### src/rtl/pwm_multi_gen.sv
// Multi-channel PWM generator: one shared period counter, per-channel
// double-buffered duty compare, boundary-synchronous period/mode update.
module pwm_multi_gen #(
   parameter  int CHANNELS = 4,
   parameter  int WIDTH    = 8,
   localparam int CW       = (CHANNELS > 1) ? $clog2(CHANNELS) : 1
) (
   input  logic                clk,
   input  logic                rst_n,
   input  logic                ena,
   input  logic [WIDTH-1:0]    period,
   input  logic                center,
   input  logic [CHANNELS-1:0] invert,
   input  logic                wr_en,
   input  logic [CW-1:0]       wr_ch,
   input  logic [WIDTH-1:0]    wr_duty,
   output logic [CHANNELS-1:0] pwm_out,
   output logic                period_tick
);

   localparam logic [WIDTH-1:0] ONE = WIDTH'(1);

   logic [WIDTH-1:0] cnt_q, cnt_d;
   logic             dir_q, dir_d;
   logic [WIDTH-1:0] per_q, per_d;
   logic             mode_q, mode_d;
   logic             boundary;

   logic [CHANNELS-1:0][WIDTH-1:0] pend_q, pend_d;
   logic [CHANNELS-1:0][WIDTH-1:0] act_q, act_d;
   logic [CHANNELS-1:0]            pwm_q, pwm_d;
   logic                           tick_q, tick_d;

   // Counter sequencing; a boundary is any cycle whose next count is 0.
   always_comb begin
      cnt_d = cnt_q;
      dir_d = dir_q;
      if (!ena || per_q == '0) begin
         cnt_d = '0;
         dir_d = 1'b0;
      end else if (!mode_q) begin
         if (cnt_q >= per_q) cnt_d = '0;
         else                cnt_d = cnt_q + ONE;
      end else if (!dir_q) begin
         if (cnt_q >= per_q) begin
            cnt_d = per_q - ONE;
            dir_d = 1'b1;
         end else begin
            cnt_d = cnt_q + ONE;
         end
      end else begin
         cnt_d = cnt_q - ONE;
      end
      boundary = (cnt_d == '0);
      if (boundary) dir_d = 1'b0;
   end

   // Shadow transfer at boundaries, with write bypass into the active copy.
   always_comb begin
      per_d  = boundary ? period : per_q;
      mode_d = boundary ? center : mode_q;
      pend_d = pend_q;
      act_d  = act_q;
      for (int ch = 0; ch < CHANNELS; ch++) begin
         if (boundary) act_d[ch] = pend_q[ch];
         if (wr_en && wr_ch == CW'(ch)) begin
            pend_d[ch] = wr_duty;
            if (boundary) act_d[ch] = wr_duty;
         end
      end
   end

   // Compare and polarity; disabled outputs rest at the inactive level.
   always_comb begin
      pwm_d  = invert;
      tick_d = ena && (cnt_q == '0);
      if (ena) begin
         for (int ch = 0; ch < CHANNELS; ch++) begin
            pwm_d[ch] = (cnt_q < act_q[ch]) ^ invert[ch];
         end
      end
   end

   // State and output registers, all cleared by reset.
   always_ff @(posedge clk or negedge rst_n) begin
      if (!rst_n) begin
         cnt_q  <= '0;
         dir_q  <= 1'b0;
         per_q  <= '0;
         mode_q <= 1'b0;
         pend_q <= '0;
         act_q  <= '0;
         pwm_q  <= '0;
         tick_q <= 1'b0;
      end else begin
         cnt_q  <= cnt_d;
         dir_q  <= dir_d;
         per_q  <= per_d;
         mode_q <= mode_d;
         pend_q <= pend_d;
         act_q  <= act_d;
         pwm_q  <= pwm_d;
         tick_q <= tick_d;
      end
   end

   assign pwm_out     = pwm_q;
   assign period_tick = tick_q;

endmodule

### config.mk
export PLATFORM = sky130hd
export DESIGN_NAME = pwm_multi_gen
export DESIGN_NICKNAME = d
export VERILOG_FILES = /design/src/rtl/pwm_multi_gen.sv
export SDC_FILE = /design/constraint.sdc
export NUM_CORES = 1
export LEC_CHECK = 0
export CORE_UTILIZATION = 32
export DETAILED_ROUTE_END_ITERATION = 12
export MAX_ROUTING_LAYER = met4
export SLEW_MARGIN = 0
export SYNTH_ARGS = -nofsm -noshare
export SYNTH_HDL_FRONTEND = slang
export SYNTH_SLANG_ARGS = --single-unit
### constraint.sdc
create_clock -name clk -period 3.6 [get_ports clk]
set_input_delay 1.08 -clock clk [delete_from_list [all_inputs] [get_ports clk]]
set_output_delay 1.08 -clock clk [all_outputs]
set_load 0.05 [all_outputs]
Word level (Yosys, flattened, before mapping)
Index checks and enable logic that the tools add are counted.
{"block": "word_totals", "regBits": 87, "output_inout_bits": 5}
{"block": "op_classes", "n_addsub": 3, "order_cmp": 5, "eq_ne": 3, "muxes": 23, "n_bitwise": 4, "reduce_logical": 12}
{"cell": "8-bit two-way mux", "n": 17}
{"cell": "8-bit < comparator", "n": 4}
{"cell": "8-bit zero test", "n": 3}
{"cell": "8-bit by 1-bit subtractor with 8-bit output (second input constant)", "n": 2}
{"cell": "8-bit by 1-bit adder with 8-bit output (second input constant)", "n": 1}
{"cell": "8-bit greater-or-equal comparator", "n": 1}
{"cell": "1-bit logical AND", "n": 5}
{"cell": "1-bit two-way mux", "n": 5}
{"cell": "2-bit equality test (second input constant)", "n": 2}
{"cell": "4-bit two-way mux", "n": 1}
{"cell": "1-bit XOR", "n": 4}
{"cell": "3-bit nonzero test", "n": 1}
{"cell": "2-bit by 1-bit equality test with 1-bit output (second input constant)", "n": 1}
{"cell": "2-bit zero test", "n": 1}
{"cell": "1-bit zero test", "n": 1}
{"cell": "1-bit logical OR", "n": 1}

Depth between registers and ports, before layout
Gate-level depths: netlist of the first run.
{"block": "depth", "word_depth": 9, "mapped_depth": 12, "mapped_depth_nobuf": 10}

Least setup slack after synthesis of the first run
Ideal clock, no wire load.
{"block": "synth_timing", "kind": "register -> register", "from": "reg cnt_q[0]", "to": "reg act_q[10] in the netlist's numbering", "arrival_time_ns": 3.231, "t_required_ns": 3.475, "slack_ns": 0.244, "stages_incl_launch_ff": 13, "path_buffers": 2, "path_cell_list": "dfrtp_1 > clkbuf_1 > inv_1 > ha_1 > nand2b_4 > a2111oi_4 > o21a_2 > nand3_1 > a41o_1 > a211o_1 > nor4_4 > buf_6 > mux2_4"}
{"element": "start, declared", "line_no": "23", "source": "logic [WIDTH-1:0] cnt_q, cnt_d;"}
{"element": "start signal, assigned", "line_no": "96", "source": "cnt_q <= cnt_d;"}
{"element": "end signal, assigned", "line_no": "101", "source": "act_q <= act_d;"}
{"element": "end, declared", "line_no": "30", "source": "logic [CHANNELS-1:0][WIDTH-1:0] act_q, act_d;"}

==> flow_summary.ini, run 1 <==
[synthesis]
yosys_warnings = 0
ys_seq_area_frac = 0.446
syn_area_sq_mm = 0.00489
synth-compound-area-share = 0.0901
syn_inst = 401
syn_avg_cell_area_sq_um = 12.2
syn_nets = 469
synthXorXnorAreaFrac = 0.0341
synth.ff_latch_count = 87
synthDistinctLibCells = 51
synth_top_family_by_area = multiplexers
yosys-mux-area-fraction = 0.200
synth-async-reset-ratio = 1.00
synth-adder-area-share = 0.105
synth_ff_type = dfrtp_1
yosys.area_share.simple = 0.0771
synth_edf_count = 0

[floorplan]
dieArea_sq_mm = 0.0158
die_width_um = 126
rows = 44
pin_count = 32
die_h_um = 126
start_util = 0.332
core_area_sq_mm = 0.0147

[route]
dr.pass1.iters = 8
vias_per_cell = 4.89
num_vias = 3118
ant_nets = 0
post-route-drc-count = 1
drt_wl_total_um = 9990
avgRoutedWirePerCell_um = 15.7
drt_first_iter_violations = 134

[global_route]
grt_overflow = 0
grt_max_degree = 49
grtUsageTotal = 0.143
grt_pass1_wl_um = 16900
antenna_found_initial = 0
grt_pass1_vias = 3294

[cts]
cts_sinks = 87
clock_latency_ns = 0.36
h-tree-depth = 3
root_buffer = clkbuf_16
cts_tree = built
clock_path_buffers = 2
clk_pin_slew_worst_paths_ns = 0.07
cts_buffers = 9

[timing]
skew_ns = 0.0116
grt_setup_unrepaired = false
fmax_mhz = 295
slew_headroom = 0.566
period_needed_ns = 3.39
fin_crit_sh = 0.942
finalHoldViolations = 0
maxSlewViolCount = 0
finalSetupViolCount = 0
worstMarginPinSlew_ns = 0.649
tns_ns = 0

[worst_setup_path]
end_kind = flop
path_max_fanout = 24
cp.depth = 11
cp_cell_sequence = inv_1 > ha_1 > nand2b_4 > a2111oi_4 > o21ai_2 > and3_1 > o311ai_2 > o311ai_1 > nor4_4 > buf_12 > mux2_4
crit_type = flop to flop
cpLargestDelayFamily = compound AO/OA/AOI/OAI gates
cp.required_ns = 3.83
slowest_stage = a2111oi_4
worstReg2RegStart = cnt_q[0]
worstRegToRegCells = 11
crit_arrival_ns = 3.62
critPathBufInv = 2
rrSetupSlack_ns = 0.21
setup.worst_path.start_class = flop
slowest_delay_ns = 0.45
r2r-end = act_q[16]

[layout]
drive_gt1_frac = 0.260
final_cell_mix = dfrtp_1 (87), inv_1 (43), ha_1 (41), mux2_4 (39), mux2_2 (34)
area_delta_synth_final_pct = 19.3
layout.nets = 517
post-route-util = 0.396
layout_commonest_cell = dfrtp_1
design_area_sq_mm = 0.00583
antenna_cells = 0
n_fill_cell = 1359

[placed_design]
gp_congestion = 0.900
dpl.hpwl_um = 7210
numPortBuffers = 31
place_area_sq_mm = 0.00552

[outcome]
violations = design-rule violations
status = complete, but fails checks

[pwr]
vdd_drop_max_mv = 0.467
cellPowerDensity_mw_per_mm2 = 789
leakage_nw = 2.84

[hold_path]
hold_path_end = pend_q[24]
min_path_cells = 1
min_from = pend_q[24]
hold_class = flop to flop

[flow_run]
cap_violations = 0
[synth_stat cells (all sizes together) (6+ instances only)]
cell type  count  share of area
a21o          16          0.025
a21oi         10          0.011
clkbuf         6         0.0046
dfrtp         87           0.45
ha            41           0.10
inv           43          0.033
mux2          73           0.20
nand2         21          0.017
nand3         11          0.011
nor2           6         0.0046
o21ai         10          0.011
xnor2         13          0.023
xor2           6          0.011
[metrics by stage]
step	hold WS [ns]	power, mW	instances	setup slack (ns)
2_1_floorplan	0.471	3.19	401	0.244
3_3_place_gp	0.478	3.60	622	0.170
3_5_place_dp	0.484	3.67	622	0.127
4_1_cts	0.498	4.65	638	0.130
5_1_grt	0.511	4.92	638	0.0416
6_report	0.497	4.60	638	0.208
[power by group]
part | internal (mW) | switching, mW | total (mW)
logic | 1.18 | 0.937 | 2.12
registers | 1.32 | 0.204 | 1.52
clock network | 0.545 | 0.417 | 0.962
total | 3.04 | 1.56 | 4.60
[cells by family after synthesis]
group           count (synthesis)
flops                          87
mux                            74
simple gates                   67
compound gates                 59
buf+inv                        54
fa+ha+maj                      41
xor+xnor                       19
[worst max path at each step]
| stage | startpoint | endpoint | slack [ns] |
|---|---|---|---|
| after CTS | cnt_q[0] | act_q[19] | 0.13 |
| after floorplan | cnt_q[0] | act_q[10] | 0.24 |
| final | cnt_q[0] | act_q[16] | 0.21 |
| after detailed placement | ena | act_q[4] | 0.13 |
| after global routing | cnt_q[0] | act_q[24] | 0.04 |
| after global placement | cnt_q[0] | act_q[26] | 0.17 |
[registers in the layout, summed over array words and instances (netlist names)]
register,count
act_q,32
cnt_q,8
dir_q,1
mode_q,1
pend_q,32
per_q,8
period_tick,1
pwm_out,4
[per-layer routing]
| metal | vias up | track usage | routed length (um) |
|---|---|---|---|
| li1 | 1507 | - | - |
| met5 | - | - | 0 |
| met1 | 1535 | 0.182 | 4830 |
| met4 | 0 | 0.0531 | 179 |
| met3 | 16 | 0.0372 | 375 |
| met2 | 60 | 0.219 | 4610 |
[final cells by class]
class | instances | area (sq um) | share of cell area
clock buffer | 9 | 225 | 0.0386
clock inverter | 7 | 78.8 | 0.0135
inverter | 43 | 161 | 0.0277
multi-input combinational | 260 | 2480 | 0.426
sequential | 87 | 2180 | 0.374
tap | 184 | 230 | 0.0395
timing repair buffer | 48 | 473 | 0.0812
[worst reg2reg max path: stages (launching register included)]
cell	delay, ns
dfrtp_1	0.38
inv_1	0.15
ha_1	0.25
nand2b_4	0.15
a2111oi_4	0.45
o21ai_2	0.23
and3_1	0.25
o311ai_2	0.29
o311ai_1	0.22
nor4_4	0.31
buf_12	0.26
mux2_4	0.35
[timing repair]
action	in CTS	in global routing
hold buffers	0	0
hold endpoints to repair	0	0
gates resized for setup	0	1
endpoints found under the setup margin	0	41
setup buffers	0	0
(Power assumes the default switching activity.)
==> run 2: changes to the inputs <==
--- a/config.mk
+++ b/config.mk
@@ -5,9 +5,10 @@
 export SDC_FILE = /design/constraint.sdc
 export NUM_CORES = 1
 export LEC_CHECK = 0
-export CORE_UTILIZATION = 32
+export CORE_UTILIZATION = 58
 export DETAILED_ROUTE_END_ITERATION = 12
 export MAX_ROUTING_LAYER = met4
+export PLACE_DENSITY = 0.78
 export SLEW_MARGIN = 0
 export SYNTH_ARGS = -nofsm -noshare
 export SYNTH_HDL_FRONTEND = slang
==> flow_summary.ini, run 2 (synthesized netlist as in run 1, its figures left out) <==
[floorplan]
start_util = 0.598
dieArea_sq_mm = 0.00879
die_width_um = 93.8
pin_count = 32
core_area_sq_mm = 0.00818
rows = 33
die_h_um = 93.8

[cts]
cts_resized = 0
cts_sinks = 87
cts_setup_buffers = 0
cts_buffers = 9
clock_path_buffers = 2
clock_latency_ns = 0.36
hold_buffers = 0
clk_pin_slew_worst_paths_ns = 0.09
cts_tree = built
root_buffer = clkbuf_8
h-tree-depth = 3

[global_route]
grtUsageTotal = 0.256
grt_max_degree = 88
antenna_found_initial = 0
grt_overflow = 0
grt_pass1_wl_um = 16300
grt_pass1_vias = 3349

[route]
num_vias = 3153
post-route-drc-count = 0
avgRoutedWirePerCell_um = 17.2
dr.pass1.iters = 4
vias_per_cell = 5.65
drt_wl_total_um = 9610
drt_first_iter_violations = 189
ant_nets = 0

[layout]
layout_commonest_cell = dfrtp_1
final_cell_mix = dfrtp_1 (87), inv_1 (43), ha_1 (41), mux2_4 (39), mux2_2 (34)
n_fill_cell = 631
multi_input_area_sq_mm = 0.00247
area_delta_synth_final_pct = 14.3
antenna_cells = 0
reg_top3 = act_q (32), pend_q (32)
design_area_sq_mm = 0.00559
finalNonFillerCells = 558
layout.nets = 516
drive_gt1_frac = 0.252
post-route-util = 0.683
seq_area_sq_mm = 0.00218

[placed_design]
dpl.hpwl_um = 6790
place_ws_ns = -0.0131
numPortBuffers = 31
gp_congestion = 0.963
place_area_sq_mm = 0.00539
place_inst = 542

[timing]
fmax_mhz = 290
fin_crit_sh = 0.957
finalHoldViolations = 0
worstMarginPinSlew_ns = 1.05
slew_headroom = 0.301
worst_slack_ns = 0.156
maxSlewViolCount = 0
period_needed_ns = 3.44
grt_setup_unrepaired = false
finalSetupViolCount = 0
whs_ns = 0.501
skew_ns = 0.00762

[flow_run]
cap_violations = 0

[worst_setup_path]
end_kind = flop
rrSetupSlack_ns = 0.16
crit_arrival_ns = 3.70
setup.worst_path.start_class = flop
cp.required_ns = 3.86
path_max_fanout = 25
crit_type = flop to flop

[pwr]
cellPowerDensity_mw_per_mm2 = 776
leakage_nw = 2.78
vdd_drop_max_mv = 0.348

[outcome]
status = finished, final reports clean

[hold_path]
hold_class = flop to flop
run 2: power breakdown:
part	total, mW	internal, mW	switching, mW
clock	0.690	0.330	0.361
combinational	2.12	1.16	0.951
sequential	1.53	1.32	0.210
run 2: worst paths after layout:
check	start	to	cells after the start
worst min register to register	pend_q[22]	pend_q[22]	1
worst max register to register	cnt_q[0]	per_q[7]	11
max in group asynchronous	rst_n	cnt_q[2]	1
min in group asynchronous	rst_n	pend_q[12]	1
worst min-delay path	pend_q[22]	pend_q[22]	1
worst max-delay path	cnt_q[0]	per_q[7]	11
run 2: routing by layer:
metal | wire, um | GRT usage | vias up
li1 | - | - | 1509
met3 | 411 | 0.0655 | 17
met5 | 0 | - | -
met1 | 4420 | 0.315 | 1531
met2 | 4670 | 0.415 | 96
met4 | 111 | 0.0795 | 0
run 2: metrics by stage:
step                power (mW)  TNS [ns]
floorplan                 3.19         0
global placement          3.58         0
detailed placement        3.65   -0.0797
CTS                       4.36         0
global route              4.64         0
finish                    4.33         0
run 2: critical path, cell delays in order (launching register included):
cell and delay (ns):
dfrtp_1 0.39, inv_1 0.13, ha_1 0.25, nand2b_4 0.14, a2111oi_4 0.45, o21ai_2 0.21
and3_1 0.21, o311ai_1 0.33, o311ai_1 0.27, nor4_4 0.31, buf_12 0.28, mux2_2 0.36
run 2: cell type report:
cell class | instances | share of cell area
Multi-Input combinational cell | 260 | 0.443
Sequential cell | 87 | 0.390
Timing Repair Buffer | 47 | 0.0795
Inverter | 43 | 0.0289
Clock buffer | 11 | 0.0235
Tap cell | 105 | 0.0235
Clock inverter | 5 | 0.0119
